==> src/rtl/register_bank.sv <==
// register_bank
//   General-purpose register bank with one write port and two registered
//   read ports. Writes either load a value or add it to the stored value
//   (accumulate), which produces a carry. A write and a read of the same
//   address in one cycle bypass the new value straight to the read port.
//   Each register has a valid bit. A single-cycle bulk clear is provided.
//   Register 0 can optionally be hardwired to zero.
//
// Ports
//   clk        in   clock; all state changes on the rising edge
//   reset      in   asynchronous active-high reset of all state and outputs
//   clr        in   synchronous bulk clear; discards a write in the same cycle
//   wr_en      in   write request
//   wr_mode    in   0 = load, 1 = accumulate
//   wr_addr    in   write target register
//   wr_data    in   write operand
//   rd_addr_a  in   read port A address
//   rd_addr_b  in   read port B address
//   rd_data_a  out  registered read data, port A
//   rd_data_b  out  registered read data, port B
//   rd_valid_a out  registered valid bit, port A
//   rd_valid_b out  registered valid bit, port B
//   carry      out  carry out of the last accepted write
module register_bank #(
  parameter int DATA_WIDTH = 8,
  parameter int ADDR_WIDTH = 3,
  parameter int ZERO_REG   = 1
) (
  input  logic                  clk,
  input  logic                  reset,
  input  logic                  clr,
  input  logic                  wr_en,
  input  logic                  wr_mode,
  input  logic [ADDR_WIDTH-1:0] wr_addr,
  input  logic [DATA_WIDTH-1:0] wr_data,
  input  logic [ADDR_WIDTH-1:0] rd_addr_a,
  input  logic [ADDR_WIDTH-1:0] rd_addr_b,
  output logic [DATA_WIDTH-1:0] rd_data_a,
  output logic [DATA_WIDTH-1:0] rd_data_b,
  output logic                  rd_valid_a,
  output logic                  rd_valid_b,
  output logic                  carry
);

  localparam int DEPTH = 1 << ADDR_WIDTH;

  logic [DATA_WIDTH-1:0] regs_q [DEPTH];
  logic [DEPTH-1:0]      valid_q;
  logic                  carry_q;
  logic [DATA_WIDTH-1:0] rd_data_a_q, rd_data_b_q;
  logic                  rd_valid_a_q, rd_valid_b_q;

  logic                  wr_accept_s;
  logic [DATA_WIDTH:0]   sum_s;
  logic [DATA_WIDTH-1:0] wr_value_s;
  logic                  wr_carry_s;
  logic [DATA_WIDTH:0]   rd_a_d, rd_b_d;   // {valid, data}

  // Next read-port contents: clear wins, then the hardwired zero register,
  // then bypass of this cycle's write, then the stored register.
  function automatic logic [DATA_WIDTH:0] read_next(
    input logic [ADDR_WIDTH-1:0] addr,
    input logic                  clr_i,
    input logic                  accept_i,
    input logic [ADDR_WIDTH-1:0] waddr_i,
    input logic [DATA_WIDTH-1:0] wvalue_i,
    input logic [DATA_WIDTH-1:0] stored_i,
    input logic                  stored_valid_i
  );
    logic [DATA_WIDTH:0] r;
    if (clr_i) begin
      r = '0;
    end else if ((ZERO_REG != 0) && (addr == '0)) begin
      r = {1'b1, {DATA_WIDTH{1'b0}}};
    end else if (accept_i && (waddr_i == addr)) begin
      r = {1'b1, wvalue_i};
    end else begin
      r = {stored_valid_i, stored_i};
    end
    return r;
  endfunction

  // Write acceptance, write value and carry, and next read-port values.
  always_comb begin
    wr_accept_s = wr_en && !clr && !((ZERO_REG != 0) && (wr_addr == '0));
    // Extra MSB of the sum is the accumulate carry-out.
    sum_s = {1'b0, regs_q[wr_addr]} + {1'b0, wr_data};
    if (wr_mode) begin
      wr_value_s = sum_s[DATA_WIDTH-1:0];
      wr_carry_s = sum_s[DATA_WIDTH];
    end else begin
      wr_value_s = wr_data;
      wr_carry_s = 1'b0;
    end
    rd_a_d = read_next(rd_addr_a, clr, wr_accept_s, wr_addr, wr_value_s,
                       regs_q[rd_addr_a], valid_q[rd_addr_a]);
    rd_b_d = read_next(rd_addr_b, clr, wr_accept_s, wr_addr, wr_value_s,
                       regs_q[rd_addr_b], valid_q[rd_addr_b]);
  end

  // Register storage, valid bits, carry flag and registered read ports.
  always_ff @(posedge clk or posedge reset) begin
    if (reset) begin
      for (int i = 0; i < DEPTH; i++) begin
        regs_q[i] <= '0;
      end
      valid_q      <= '0;
      carry_q      <= 1'b0;
      rd_data_a_q  <= '0;
      rd_data_b_q  <= '0;
      rd_valid_a_q <= 1'b0;
      rd_valid_b_q <= 1'b0;
    end else begin
      if (clr) begin
        for (int i = 0; i < DEPTH; i++) begin
          regs_q[i] <= '0;
        end
        valid_q <= '0;
        carry_q <= 1'b0;
      end else if (wr_accept_s) begin
        regs_q[wr_addr]  <= wr_value_s;
        valid_q[wr_addr] <= 1'b1;
        carry_q          <= wr_carry_s;
      end else begin
        carry_q <= carry_q;
      end
      rd_data_a_q  <= rd_a_d[DATA_WIDTH-1:0];
      rd_valid_a_q <= rd_a_d[DATA_WIDTH];
      rd_data_b_q  <= rd_b_d[DATA_WIDTH-1:0];
      rd_valid_b_q <= rd_b_d[DATA_WIDTH];
    end
  end

  assign rd_data_a  = rd_data_a_q;
  assign rd_data_b  = rd_data_b_q;
  assign rd_valid_a = rd_valid_a_q;
  assign rd_valid_b = rd_valid_b_q;
  assign carry      = carry_q;

endmodule
==> config.mk <==
export PLATFORM = sky130hd
export DESIGN_NAME = register_bank
export DESIGN_NICKNAME = d
export VERILOG_FILES = /design/src/rtl/register_bank.sv
export SDC_FILE = /design/constraint.sdc
export NUM_CORES = 1
export LEC_CHECK = 0
export CAP_MARGIN = 5
export CORE_MARGIN = 10
export CORE_UTILIZATION = 54
export DETAILED_ROUTE_END_ITERATION = 16
export GPL_ROUTABILITY_DRIVEN = 0
export PLACE_DENSITY = 0.77
export SYNTH_ARGS = -nofsm -noshare
export SYNTH_HDL_FRONTEND = slang
export SYNTH_SLANG_ARGS = --single-unit
==> constraint.sdc <==
create_clock -name clk -period 2.6 [get_ports clk]
set_input_delay 0.39 -clock clk [delete_from_list [all_inputs] [get_ports clk]]
set_output_delay 0.39 -clock clk [all_outputs]
set_load 0.05 [all_outputs]
Word level (Yosys, flattened, before mapping). Cells that the tools add are included.

Bitwise gates (word level): 4. Div/mod/pow operators: 0. Shift operators: 0. Multiply operators: 0. Magnitude comparators: 8. Reductions and logical operators: 12. Multiplexer cells: 32. Add/subtract/negate cells: 1. Equal/unequal tests: 2.

Operators with widths (number): 64-bit 2-to-1 mux (2); 8-bit 2-to-1 mux (10); 8-bit binary-select mux with 3-bit select (3); 64-bit bitwise mux (1); 9-bit 2-to-1 mux (6); 8-bit demux with 3-bit select (1); 4-bit >= comparator (second input constant) (3); 3-bit by 4-bit less-than comparator with 1-bit output (second input constant) (3); 3-bit inverter with 4-bit output (3); 8-bit by 8-bit adder with 9-bit output (1); 3-bit logical NOT (3); 8-bit OR (1); 1-bit binary-select mux with 3-bit select (2); 3-bit == test (2); 1-bit logical AND (6); 1-bit 2-to-1 mux (6); 4-bit by 1-bit less-than comparator with 1-bit output (second input constant) (1); 1-bit demux with 3-bit select (1); 3-bit by 1-bit >= comparator with 1-bit output (second input constant) (1); 1-bit logical NOT (2); 2-bit nonzero test (1).

Latch bits: 0. Word-level logic and storage cells: 73. Bits in writable memories: 0. Memory bits (read-only): 0. Output and inout port bits: 19. Flip-flop bits (word level): 91. Input bits: 22. Memories kept: 0.

Logic depth before layout (Yosys ltp).
Depth in word-level cells: 9. Mapped depth: 12. Mapped depth without buffers: 10.

Worst setup path before layout. Ideal clock, no wire load.

Kind: input -> register. Start: input wr_addr[0]. End: register regs_q[14] (netlist bit). Path slack: -0.357 ns. Path buffers: 2. Setup time: 0.140 ns. Arrival: 2.817 ns. Required time: 2.460 ns. Cell stages on the path: 11. Cells stage by stage: buf_4 > buf_2 > mux2_2 > a22oi_1 > o21ai_0 > ha_1 > fa_1 > a211oi_1 > nor3_1 > nor3_2 > o21ai_0.

Word-level cells in the longest chain between the ends: 9. Elaborated cells between the ends (all ways): 18. Those cells by class: 1 x add/sub; 2 x order compare; 9 x mux; 1 x bitwise; 5 x reduce/logical.

Ends and longest elaborated chain: start, declared (RTL line 34) `input logic [ADDR_WIDTH-1:0] wr_addr,`; 3-bit inverter with 4-bit output (implied by the code) (RTL line 87, 121); 8-bit binary-select mux with 3-bit select (RTL line 87) `sum_s = {1'b0, regs_q[wr_addr]} + {1'b0, wr_data};`; 8-bit 2-to-1 mux (implied by the code) (2 in series) (RTL line 87); 8-bit by 8-bit adder with 9-bit output (RTL line 87); 8-bit 2-to-1 mux (RTL line 88) `if (wr_mode) begin`; 64-bit bitwise mux (RTL line 121) `regs_q[wr_addr] <= wr_value_s;`; 64-bit 2-to-1 mux (RTL line 120) `end else if (wr_accept_s) begin`; 64-bit 2-to-1 mux (RTL line 114) `if (clr) begin`; end signal, assigned by index (RTL line 121); end, declared (RTL line 47) `logic [DATA_WIDTH-1:0] regs_q [DEPTH];`.

Parallel ways exist; a longest one is shown, timed or not. The select of a mux whose other input is x is not followed. A chain may end at the register's enable or synchronous reset.

Final worst setup path.
Start: register regs_q[48] (netlist bit). End: register regs_q[34] (netlist bit).

Word-level cells in the longest chain between the ends: 8.

Ends and longest elaborated chain (RTL line): 8-bit binary-select mux with 3-bit select (87); 8-bit 2-to-1 mux (implied by the code) (2 in series) (87); 8-bit by 8-bit adder with 9-bit output (87); 8-bit 2-to-1 mux (88); 64-bit bitwise mux (121); 64-bit 2-to-1 mux (120); 64-bit 2-to-1 mux (114).

No other way between the ends. The select of a mux whose other input is x is not followed.

==> impl.org <==
** Synthesis
- Number of nets in the synthesized netlist :: 579
- Summing every instance area after synthesis gives between 5000 and 6000 um^2.
- Of the synthesized area, sequential elements account for approximately two fifths.
- Seq cells post-synth :: 90
- Most used flip-flop cell after synthesis :: sky130_fd_sc_hd__dfrtp_1
- Synth async-reset ratio :: 100%
- Counting distinct cell types in the post-synthesis netlist gives just under 60.
- Number of enable-type register cells in the synthesized netlist :: 0
- The average instance in the mapped netlist occupies roughly 11 um^2.
- Synthesis produced a netlist whose cell count is about 550.
- Warnings, synthesis :: 0

** Layout
- The top cell types in the final layout, fill and taps aside, are 90 x sky130_fd_sc_hd__dfrtp_1, 83 x sky130_fd_sc_hd__buf_4, 36 x sky130_fd_sc_hd__clkdlybuf4s50_1.
- Diode count :: 0
- NumNets Final :: around 680
- Syn-to-layout area delta :: 27.7%
- Fraction of layout instances using a drive strength above 1 :: 35.3%
- Final Cell Area :: 7560 um^2
- Most common cell after layout, fill and taps aside :: sky130_fd_sc_hd__dfrtp_1

** Clocking
- Maximum count of clock buffers along a single path :: 2
- Number of levels in the clock H-tree :: 3
- Quantity of hold-fixing buffers added after cts :: 0
- The clock net in this run drives a total of 90 sinks.
- The tree is rooted in a sky130_fd_sc_hd__clkbuf_8.
- The number of clock buffers added by TritonCTS is 9.
- TritonCTS built the clock tree.
- Insertion delay to the later sink of the worst-skew pair :: 0.38 ns
- Clock Pin Slew Worst Setup and Hold Paths :: roughly 0.090 ns

** Global routing
- Number of antenna violations at the first check in global routing :: 0
- Entering global routing, the biggest net connects 91 pins.
- Wire length of the first global-routing pass :: roughly 28 mm
- For this run the aggregate overflow at the end of global routing stands at 0.
- All-layer global routing usage :: between 20 and 25%
- The number of global-route vias before repair is 5276.

** Routing
- Once detail routing completed, the nets flagged for antenna violations numbered 0.
- Residual DRC count :: 0
- Pre-antenna DRT Iters :: 7
- In the routed layout, each cell is associated on average with a via count of approximately 6.6.
- The routed layout has 5262 vias.
- Dividing the detail-routed wire length by the instance count gives between 20 and 25 um.
- Routed wire length :: between 15 and 20 mm
- For this block, the initial DRC count from the detailed router was 617.

** STA
- Final period utilization :: 104%
- The final-report hold violation count is 0.
- For this run, the top clock speed supported by timing is 0.368 GHz.
- Total negative slack for setup checks :: -2.94 ns
- Measured against its own limit, the worst slew margin works out to 61.9%.
- Setup violations remaining at the end of the flow were counted as 39.
- Final worst setup slack :: -0.115 ns
- Final critical path time including I/O delays and setup :: about 2.7 ns
- Hold timing on the final database bottoms out at a slack of 0.437 ns.
- Max Slew Vio Count :: 0
- Worst-case clock skew :: between 0.01 and 0.015 ns
- Setup repair after global routing could not meet its margin everywhere.
- For the pin with the worst max-slew slack, the measured transition is between 0.5 and 0.6 ns.

** Setup path
- CP Capture Type :: register
- The critical path starts at regs_q[48]$_DFFE_PP0P_.
- Max FO, Critical Path :: 5
- Req. time, crit path :: roughly 2.9 ns
- Reg2reg path depth :: 12
- The most critical setup path has its endpoint at regs_q[34]$_DFFE_PP0P_.
- The worst register-to-register path has a setup slack of -0.11 ns.
- The critical path is of the register to register type.
- The worst setup path is launched from a register.
- Worst reg2reg path endpoint :: regs_q[34]$_DFFE_PP0P_
- For the worst setup path, the data arrival time is 3.02 ns.
- RR Startpoint :: regs_q[48]$_DFFE_PP0P_

** Power
- Maximum resistive drop on vdd :: around 0.28 mV
- Power spread over the standard cell area amounts to about 430 nW/um^2.
- Leak pwr :: around 3.1 nW

** Placed design
- At the placement stage, the worst setup path has a slack of -0.967 ns.
- Hpwl dp :: about 12 mm
- Quantity of I/O buffers inserted on ports :: 40
- Placement-stage cell area :: about 6900 um^2

** Run status
- The checks that failed: setup timing.
- Result of the run :: finished with violations

** Hold path
- Class of the tightest hold or removal check :: input port to asynchronous set/reset pin

** Run
- Max-cap viol count :: 0

** Floorplan
- Boundary pin count :: around 40
- Once the floorplan was initialized, standard cells occupied approximately 55% of the core.
- Core area :: between 10000 and 15000 um^2
- Die Outline Area :: between 15000 and 20000 um^2
- In this run the horizontal extent of the chip is about 120 um.
- Overall die height :: around 120 um
- Number of rows in the core area :: 38
==> layout make-up <==
class,instances,area [um^2]
Multi-Input combinational cell,398,3630
Fill cell,733,3230
Tap cell,140,175
Sequential cell,90,2250
Inverter,11,45.0
Timing Repair Buffer,137,1250
Clock inverter,6,88.8
Clock buffer,10,128
==> power breakdown <==
| group | switching (mW) | internal [mW] | total, mW | leakage, nW |
|---|---|---|---|---|
| registers | 0.0300 | 1.43 | 1.46 | 1.25 |
| logic | 0.397 | 0.315 | 0.713 | 1.77 |
| clock network | 0.531 | 0.543 | 1.07 | 0.103 |
| total | 0.959 | 2.29 | 3.25 | 3.12 |
==> metrics by stage <==
| step | power [mW] | utilization, % | cells |
|---|---|---|---|
| 3_5_place_dp | 2.11 | 64.1 | 756 |
| 2_1_floorplan | 1.87 | - | 548 |
| 6_report | 3.25 | 70.1 | 792 |
| 4_1_cts | 3.19 | 67.8 | 782 |
| 3_3_place_gp | 2.09 | 64.1 | 756 |
| 5_1_grt | 3.36 | 70.1 | 792 |
==> cells in the mapped netlist, drive strengths merged (6+ instances only) <==
cell,instances,area share [%]
inv,11,0.70
ha,8,1.7
a22oi,13,1.6
xor2,6,0.89
mux2i,18,3.0
nand4,7,0.74
mux2,29,5.5
a211oi,36,4.8
nand3b,27,3.4
a21oi,31,2.6
nand2b,9,0.95
clkbuf,18,1.2
mux4,34,13
nor2,38,2.7
nor3,10,1.5
nand3,12,1.0
buf,31,3.3
nor2b,12,1.3
nand2,16,1.1
o21ai,39,3.4
dfrtp,90,38
==> routing by layer <==
metal  wire, um  GRT usage (%)  share of wire, %
met2       8410           34.4                47
met5          0              0                 0
met1       7200           28.7                40
met3       1880           5.91                11
met4        306           8.16               1.7
==> critical path, cell delays in order (launching register included) <==
cell and delay (ns):
sky130_fd_sc_hd__dfrtp_1 0.41, sky130_fd_sc_hd__mux2_2 0.27, sky130_fd_sc_hd__a22oi_2 0.14, sky130_fd_sc_hd__o22a_1 0.18, sky130_fd_sc_hd__o21ai_2 0.07, sky130_fd_sc_hd__ha_2 0.19, sky130_fd_sc_hd__fa_2 0.42, sky130_fd_sc_hd__buf_4 0.16
sky130_fd_sc_hd__xnor2_1 0.13, sky130_fd_sc_hd__a21oi_2 0.28, sky130_fd_sc_hd__buf_4 0.20, sky130_fd_sc_hd__nand2_1 0.05, sky130_fd_sc_hd__a21oi_1 0.15
==> kinds of logic (layout without fill, tap and decap cells) <==
kind of cell,count (synthesis),in the layout,share of synthesized area [%]
AO/OA/AOI/OAI,152,152,17.3
XOR/XNOR,7,7,1.03
adder cells (fa/ha/maj),9,9,2.03
buffers and inverters,60,164,5.19
flip-flops,90,90,38.0
multiplexers,81,81,21.7
AND/OR/NAND/NOR,149,149,14.8
==> registers in the layout, indices dropped and copies added, names as in the netlist <==
name,count
regs_q,64
rd_valid_b,1
rd_data_b,8
rd_data_a,8
carry,1
rd_valid_a,1
valid_q,7
==> repair_timing <==
item | CTS | global route
resized for setup | 30 | 37
pin swaps | 18 | 9
setup endpoints to repair | 64 | 55
buffers inserted | 11 | 11
==> how the worst min path moves through the flow <==
stage,endpoint
after floorplan,valid_q[7]$_DFFE_PP0P_
after global placement,valid_q[7]$_DFFE_PP0P_
after detailed placement,valid_q[7]$_DFFE_PP0P_
after CTS,regs_q[15]$_DFFE_PP0P_
after global routing,regs_q[39]$_DFFE_PP0P_
final,regs_q[49]$_DFFE_PP0P_
Note: power is estimated with default switching activity, not from simulation.
